===== src/rtl/nrisc_pkg.sv =====
// rtl/nrisc_pkg.sv - shared types and default constants for the nRisc serial output stage
package nrisc_pkg;

    // Transmitter frame states
    typedef enum logic [1:0] {
        OCIOSO,
        INICIO,
        DADOS,
        PARADA
    } estado_t;

    localparam int         DIVISOR_PADRAO     = 16;
    localparam logic [7:0] ENDERECO_IO_PADRAO = 8'h7F;

endpackage


===== src/rtl/fila_saida.sv =====
// rtl/fila_saida.sv - parameterised synchronous FIFO holding bytes awaiting transmission
// Ports: clk, rst_n (async active-low); push/dado_in write side with aceito telling
// whether the write was taken; pop/dado_out read side (dado_out shows the head);
// contagem, vazio, cheio report occupancy after the most recent edge.
module fila_saida #(
    parameter int LARGURA      = 8,
    parameter int PROFUNDIDADE = 4
) (
    input  logic                          clk,
    input  logic                          rst_n,
    input  logic                          push,
    input  logic [LARGURA-1:0]            dado_in,
    input  logic                          pop,
    output logic [LARGURA-1:0]            dado_out,
    output logic                          aceito,
    output logic [$clog2(PROFUNDIDADE):0] contagem,
    output logic                          vazio,
    output logic                          cheio
);
    localparam int PW = $clog2(PROFUNDIDADE);
    localparam int CW = PW + 1;

    logic [LARGURA-1:0] mem [PROFUNDIDADE];
    logic [PW-1:0]      wr_ptr;
    logic [PW-1:0]      rd_ptr;

    assign vazio    = (contagem == '0);
    assign cheio    = (contagem == CW'(PROFUNDIDADE));
    // A pop on the same edge frees the slot, so a full FIFO still takes the write.
    assign aceito   = push && (!cheio || pop);
    assign dado_out = mem[rd_ptr];

    always_ff @(posedge clk) begin
        if (aceito) begin
            mem[wr_ptr] <= dado_in;
        end
    end

    always_ff @(posedge clk or negedge rst_n) begin
        if (!rst_n) begin
            wr_ptr   <= '0;
            rd_ptr   <= '0;
            contagem <= '0;
        end else begin
            if (aceito) begin
                wr_ptr <= wr_ptr + PW'(1);
            end
            if (pop) begin
                rd_ptr <= rd_ptr + PW'(1);
            end
            case ({aceito, pop})
                2'b10:   contagem <= contagem + CW'(1);
                2'b01:   contagem <= contagem - CW'(1);
                default: contagem <= contagem;
            endcase
        end
    end

endmodule


===== src/rtl/saida_serial.sv =====
// rtl/saida_serial.sv - memory-mapped 8N1 serial output stage fed by processor stores
// Ports: Clock, Reset (async active-low); MemWrite/endereco/dadoEscrever store bus;
// tx serial line (idle high, registered); vazio/cheio FIFO flags; ocupado frame in
// progress; descartados saturating count of stores lost to a full FIFO.
module saida_serial
    import nrisc_pkg::*;
#(
    parameter int         DIVISOR      = DIVISOR_PADRAO,
    parameter logic [7:0] ENDERECO_IO  = ENDERECO_IO_PADRAO,
    parameter int         PROFUNDIDADE = 4
) (
    input  logic       Clock,
    input  logic       Reset,
    input  logic       MemWrite,
    input  logic [7:0] endereco,
    input  logic [7:0] dadoEscrever,
    output logic       tx,
    output logic       vazio,
    output logic       cheio,
    output logic       ocupado,
    output logic [7:0] descartados
);
    localparam logic [7:0] ULTIMO = 8'(DIVISOR - 1);

    estado_t estado, estado_prox;
    logic [7:0] cnt, cnt_prox;
    logic [2:0] indice, indice_prox;
    logic [7:0] shift, shift_prox;
    logic       tx_prox;
    logic       pop;
    logic       push_req;
    logic       aceito;
    logic [7:0] cabeca;
    logic [$clog2(PROFUNDIDADE):0] contagem;
    logic       tem_dado;

    assign push_req = MemWrite && (endereco == ENDERECO_IO);
    // Pop decisions look only at the registered count, so a byte pushed this
    // edge into an empty FIFO is not popped until the next one.
    assign tem_dado = (contagem != '0);
    assign ocupado  = (estado != OCIOSO);

    fila_saida #(
        .LARGURA      (8),
        .PROFUNDIDADE (PROFUNDIDADE)
    ) u_fila (
        .clk      (Clock),
        .rst_n    (Reset),
        .push     (push_req),
        .dado_in  (dadoEscrever),
        .pop      (pop),
        .dado_out (cabeca),
        .aceito   (aceito),
        .contagem (contagem),
        .vazio    (vazio),
        .cheio    (cheio)
    );

    always_comb begin
        estado_prox = estado;
        cnt_prox    = cnt;
        indice_prox = indice;
        shift_prox  = shift;
        tx_prox     = tx;
        pop         = 1'b0;
        case (estado)
            OCIOSO: begin
                tx_prox = 1'b1;
                if (tem_dado) begin
                    pop         = 1'b1;
                    shift_prox  = cabeca;
                    cnt_prox    = '0;
                    tx_prox     = 1'b0;
                    estado_prox = INICIO;
                end
            end
            INICIO: begin
                if (cnt == ULTIMO) begin
                    cnt_prox    = '0;
                    indice_prox = '0;
                    tx_prox     = shift[0];
                    estado_prox = DADOS;
                end else begin
                    cnt_prox = cnt + 8'd1;
                end
            end
            DADOS: begin
                if (cnt == ULTIMO) begin
                    cnt_prox = '0;
                    if (indice == 3'd7) begin
                        tx_prox     = 1'b1;
                        estado_prox = PARADA;
                    end else begin
                        indice_prox = indice + 3'd1;
                        shift_prox  = {1'b0, shift[7:1]};
                        tx_prox     = shift[1];
                    end
                end else begin
                    cnt_prox = cnt + 8'd1;
                end
            end
            PARADA: begin
                if (cnt == ULTIMO) begin
                    cnt_prox = '0;
                    // Chain straight into the next start bit to keep frames contiguous.
                    if (tem_dado) begin
                        pop         = 1'b1;
                        shift_prox  = cabeca;
                        tx_prox     = 1'b0;
                        estado_prox = INICIO;
                    end else begin
                        tx_prox     = 1'b1;
                        estado_prox = OCIOSO;
                    end
                end else begin
                    cnt_prox = cnt + 8'd1;
                end
            end
            default: begin
                tx_prox     = 1'b1;
                estado_prox = OCIOSO;
            end
        endcase
    end

    always_ff @(posedge Clock or negedge Reset) begin
        if (!Reset) begin
            estado      <= OCIOSO;
            cnt         <= '0;
            indice      <= '0;
            shift       <= '0;
            tx          <= 1'b1;
            descartados <= '0;
        end else begin
            estado <= estado_prox;
            cnt    <= cnt_prox;
            indice <= indice_prox;
            shift  <= shift_prox;
            tx     <= tx_prox;
            if (push_req && !aceito && (descartados != 8'hFF)) begin
                descartados <= descartados + 8'd1;
            end
        end
    end

endmodule

===== config.mk =====
export PLATFORM = sky130hd
export DESIGN_NAME = saida_serial
export DESIGN_NICKNAME = d
export VERILOG_FILES = /design/src/rtl/nrisc_pkg.sv /design/src/rtl/fila_saida.sv /design/src/rtl/saida_serial.sv
export SDC_FILE = /design/constraint.sdc
export NUM_CORES = 1
export LEC_CHECK = 0
export CORE_MARGIN = 2
export CORE_UTILIZATION = 57
export CTS_CLUSTER_DIAMETER = 200
export DETAILED_ROUTE_END_ITERATION = 10
export PLACE_DENSITY = 0.89
export SYNTH_ARGS = -nofsm -noshare
export SYNTH_HDL_FRONTEND = slang
export SYNTH_SLANG_ARGS = --single-unit
export TNS_END_PERCENT = 50

===== constraint.sdc =====
create_clock -name Clock -period 3.55 [get_ports Clock]
set_clock_uncertainty 0.15 [all_clocks]
set_input_delay 0.5325 -clock Clock [delete_from_list [all_inputs] [get_ports Clock]]
set_output_delay 0.5325 -clock Clock [all_outputs]
set_load 0.01 [all_outputs]

==> run_summary.xml <==
<?xml version="1.0" encoding="UTF-8"?>
<metrics>
  <group name="outcome">
    <metric name="status" unit="">finished clean</metric>
  </group>
  <group name="global_routing">
    <metric name="grt_antenna_before_repair" unit="">0</metric>
    <metric name="grt_first_pass_wirelength" unit="µm">10600</metric>
    <metric name="number_of_global_route_vias_before_repair" unit="">2187</metric>
    <metric name="grt_max_degree" unit="">38</metric>
    <metric name="gr-total-overflow" unit="">0</metric>
    <metric name="grtUsageTotal" unit="%">22.4</metric>
  </group>
  <group name="clocking">
    <metric name="path_clk_slew" unit="ns">0.08</metric>
    <metric name="cts_htree_levels" unit="">3</metric>
    <metric name="holdBufCountCts" unit="">0</metric>
    <metric name="tritoncts_sink_count" unit="">69</metric>
    <metric name="cts-buffers-inserted" unit="">9</metric>
    <metric name="clk_path_buf_depth" unit="">2</metric>
    <metric name="cts_tree" unit="">done</metric>
    <metric name="post_cts_repair_timing_setup_buffer_count" unit="">0</metric>
    <metric name="ctsResizeCount" unit="">0</metric>
    <metric name="clock_insertion_delay_worst_skew" unit="ns">0.35</metric>
    <metric name="ctsRootBufferMaster" unit="">sky130_fd_sc_hd__clkbuf_8</metric>
  </group>
  <group name="synth">
    <metric name="synth_enable_flop_cells" unit="">32</metric>
    <metric name="most_used_dff_post_synth" unit="">sky130_fd_sc_hd__dfrtp_1</metric>
    <metric name="synth_area" unit="µm²">3270</metric>
    <metric name="yosys_register_bits" unit="">69</metric>
    <metric name="synth_cell_type_count" unit="">45</metric>
    <metric name="ys_async_sr_fraction" unit="%">53.6</metric>
    <metric name="yosysMostFrequentCell" unit="">sky130_fd_sc_hd__dfrtp_1</metric>
    <metric name="post_synthesis_sequential_area_ratio" unit="%">57.8</metric>
    <metric name="synth.net_count" unit="">289</metric>
    <metric name="netlist.top_cell.by_area" unit="">sky130_fd_sc_hd__edfxtp_1</metric>
    <metric name="netlist.area_leader.share" unit="%">29.4</metric>
    <metric name="synth.top_cells.by_area" unit="">sky130_fd_sc_hd__edfxtp_1, sky130_fd_sc_hd__dfrtp_1, sky130_fd_sc_hd__mux4_2</metric>
    <metric name="synth_commonest_cells" unit="">sky130_fd_sc_hd__dfrtp_1, sky130_fd_sc_hd__edfxtp_1, sky130_fd_sc_hd__nand2_1</metric>
    <metric name="synthesis.yosys.warnings" unit="">0</metric>
    <metric name="post_synth.cell_area_avg" unit="µm²">12.8</metric>
    <metric name="synthCells" unit="">256</metric>
  </group>
  <group name="floorplan">
    <metric name="starting_density_of_the_core" unit="%">59.4</metric>
    <metric name="floorplan.core_area" unit="µm²">5510</metric>
    <metric name="floorplan.die.width" unit="µm">79.7</metric>
    <metric name="dieHeight" unit="µm">79.7</metric>
    <metric name="fp.dieArea" unit="µm²">6360</metric>
    <metric name="core.rowCount" unit="">27</metric>
    <metric name="ios" unit="">31</metric>
  </group>
  <group name="finish">
    <metric name="area.growth.synth_to_final" unit="%">17.0</metric>
    <metric name="finish.utilization" unit="%">69.5</metric>
    <metric name="sequential_cell_area" unit="µm²">1890</metric>
    <metric name="finalNonFillerCells" unit="">367</metric>
    <metric name="fill_cells" unit="">385</metric>
    <metric name="drive_gt1_share" unit="%">11.9</metric>
    <metric name="finalInstanceArea" unit="µm²">3820</metric>
    <metric name="fin_nets" unit="">323</metric>
    <metric name="antenna_cells" unit="">0</metric>
    <metric name="multi_input_area" unit="µm²">1300</metric>
  </group>
  <group name="critical_path">
    <metric name="setup.reg_to_reg.worst_slack" unit="ns">0.90</metric>
    <metric name="critical_path.endpoint" unit="">ocupado</metric>
    <metric name="critical_path_arrival" unit="ns">2.01</metric>
    <metric name="regToRegEndpoint" unit="">u_fila.contagem[2]$_DFFE_PN0P_</metric>
    <metric name="reg2reg_depth" unit="">9</metric>
    <metric name="critical_path.endpoint_type" unit="">primary output</metric>
    <metric name="timing.critical_path.from_type" unit="">flop</metric>
    <metric name="cpPeakStageDelay" unit="ns">0.51</metric>
    <metric name="worst_r2r_startpoint" unit="">estado[0]$_DFFE_PN0P_</metric>
    <metric name="timing.critical_path.cells" unit="">inv_1, ha_1, inv_1, clkdlybuf4s50_1</metric>
    <metric name="cp_num_buf_inv" unit="">3</metric>
    <metric name="worst_path_dominant_cell_family" unit="">buffers and inverters</metric>
    <metric name="critPathMaxFanout" unit="">11</metric>
    <metric name="path_class" unit="">reg -&gt; out</metric>
    <metric name="dominant_cell_type_by_count_on_the_critical_path" unit="">sky130_fd_sc_hd__inv_1</metric>
    <metric name="startpoint" unit="">estado[0]$_DFFE_PN0P_</metric>
    <metric name="timing.critical_path.depth" unit="">4</metric>
    <metric name="slowest_stage_cell_crit_path" unit="">sky130_fd_sc_hd__clkdlybuf4s50_1</metric>
    <metric name="critical_path_required" unit="ns">2.87</metric>
  </group>
  <group name="pwr">
    <metric name="ir_worst_vdd" unit="mV">0.329</metric>
    <metric name="power_density_normalized_to_cell_area" unit="nW/µm²">402</metric>
    <metric name="total_leakage_power" unit="nW">1.60</metric>
    <metric name="total_design_power" unit="mW">1.54</metric>
  </group>
  <group name="timing">
    <metric name="report.final.setup_viol" unit="">0</metric>
    <metric name="slew-limit-headroom" unit="%">44.5</metric>
    <metric name="report.final.hold_viol_count" unit="">0</metric>
    <metric name="timing.final.crit_share" unit="%">75.8</metric>
    <metric name="worst_pin_slew" unit="ns">0.832</metric>
    <metric name="finalSetupTns" unit="ns">0</metric>
    <metric name="drv_slew" unit="">0</metric>
    <metric name="rsz_0062_raised_after_global_routing" unit="">no</metric>
    <metric name="period_needed" unit="ns">2.69</metric>
    <metric name="hold_ws" unit="ns">0.132</metric>
    <metric name="max_clock_freq" unit="GHz">0.372</metric>
    <metric name="final_critical_path_setup_slack" unit="ns">0.861</metric>
  </group>
  <group name="route">
    <metric name="vias" unit="">2147</metric>
    <metric name="detailedRoute.firstPassIterationCount" unit="">4</metric>
    <metric name="drt_iter0_drc" unit="">152</metric>
    <metric name="drtAntennaViolNets" unit="">0</metric>
    <metric name="detail_route.wl_per_cell" unit="µm">16.8</metric>
    <metric name="dr_drc_count" unit="">0</metric>
    <metric name="post_drt_via_cell_ratio" unit="">5.85</metric>
    <metric name="totalWireLength" unit="µm">6180</metric>
  </group>
  <group name="placed_design">
    <metric name="post-place-cells" unit="">351</metric>
    <metric name="dpl-instance-area" unit="µm²">3620</metric>
    <metric name="preCtsSetupSlack" unit="ns">0.970</metric>
    <metric name="place.detailed.hpwl" unit="µm">4180</metric>
    <metric name="port_buffers" unit="">30</metric>
    <metric name="finalWeightedCongestion" unit="">0.840</metric>
  </group>
  <group name="flow_run">
    <metric name="cap_viol_max_count" unit="">0</metric>
  </group>
  <group name="min_path">
    <metric name="min_path_type" unit="">in -&gt; async</metric>
  </group>
</metrics>
==> state kept, by name, summed over array words and instances, names as in the netlist <==
signal / count
u_fila.mem: 32
cnt: 8
descartados: 8
shift: 8
indice: 3
u_fila.contagem: 3
estado: 2
u_fila.rd_ptr: 2
u_fila.wr_ptr: 2
tx: 1
==> logic make-up (layout without fill, tap and decap cells) <==
kind of cell    Yosys count  in the layout  share of synthesized area (%)
simple gates             78             78                           12.9
flops                    69             69                           57.8
compound gates           45             45                           9.07
mux                      19             19                           8.92
buf+inv                  19             58                           2.57
fa+ha+maj                14             14                           5.59
xor+xnor                 12             12                           3.22
==> layout by cell type, fill, tap and decap left out, types with 10 or more instances in the layout <==
master	instances
sky130_fd_sc_hd__nor2_1	10
sky130_fd_sc_hd__mux2i_1	10
sky130_fd_sc_hd__inv_1	10
sky130_fd_sc_hd__ha_1	13
sky130_fd_sc_hd__nand2_1	28
sky130_fd_sc_hd__clkdlybuf4s50_1	29
sky130_fd_sc_hd__clkbuf_8	10
sky130_fd_sc_hd__edfxtp_1	32
sky130_fd_sc_hd__o21ai_0	27
sky130_fd_sc_hd__dfrtp_1	36
==> worst min-delay path by stage <==
stage                           endpoint  slack, ns  depth (start not counted)
global route        shift[2]$_DFFE_PN0P_       0.20                          1
detailed placement        tx$_DFFE_PN1P_       0.32                          2
CTS                 shift[2]$_DFFE_PN0P_       0.15                          1
finish              shift[2]$_DFFE_PN0P_       0.13                          1
floorplan             cnt[0]$_DFFE_PN0N_       0.09                          0
global placement    shift[5]$_DFFE_PN0P_       0.31                          2
==> metal layers <==
| metal | vias to the layer above | GRT usage, % | part of all wire [%] |
|---|---|---|---|
| met5 | - | 0 | 0 |
| li1 | 1013 | - | - |
| met1 | 1066 | 29.3 | 44 |
| met3 | 10 | 4.19 | 3.6 |
| met4 | 0 | 11.4 | 1.7 |
| met2 | 58 | 35.9 | 51 |
==> report_power, final <==
group	internal [mW]	leakage [nW]	switching, mW
Clock	0.345	0.0918	0.307
Combinational	0.0228	0.747	0.0217
Sequential	0.839	0.757	0.00279
==> cell type report <==
type                    instances  share of cell area, %
clock inverters                 5                   1.60
multi-input cells             168                   33.9
clock buffers                  11                   3.70
flip-flops and latches         69                   49.4
well taps                      72                   2.36
inverters                      10                  0.981
repair buffers                 32                   8.11
Power figures use the tool's default switching activity.
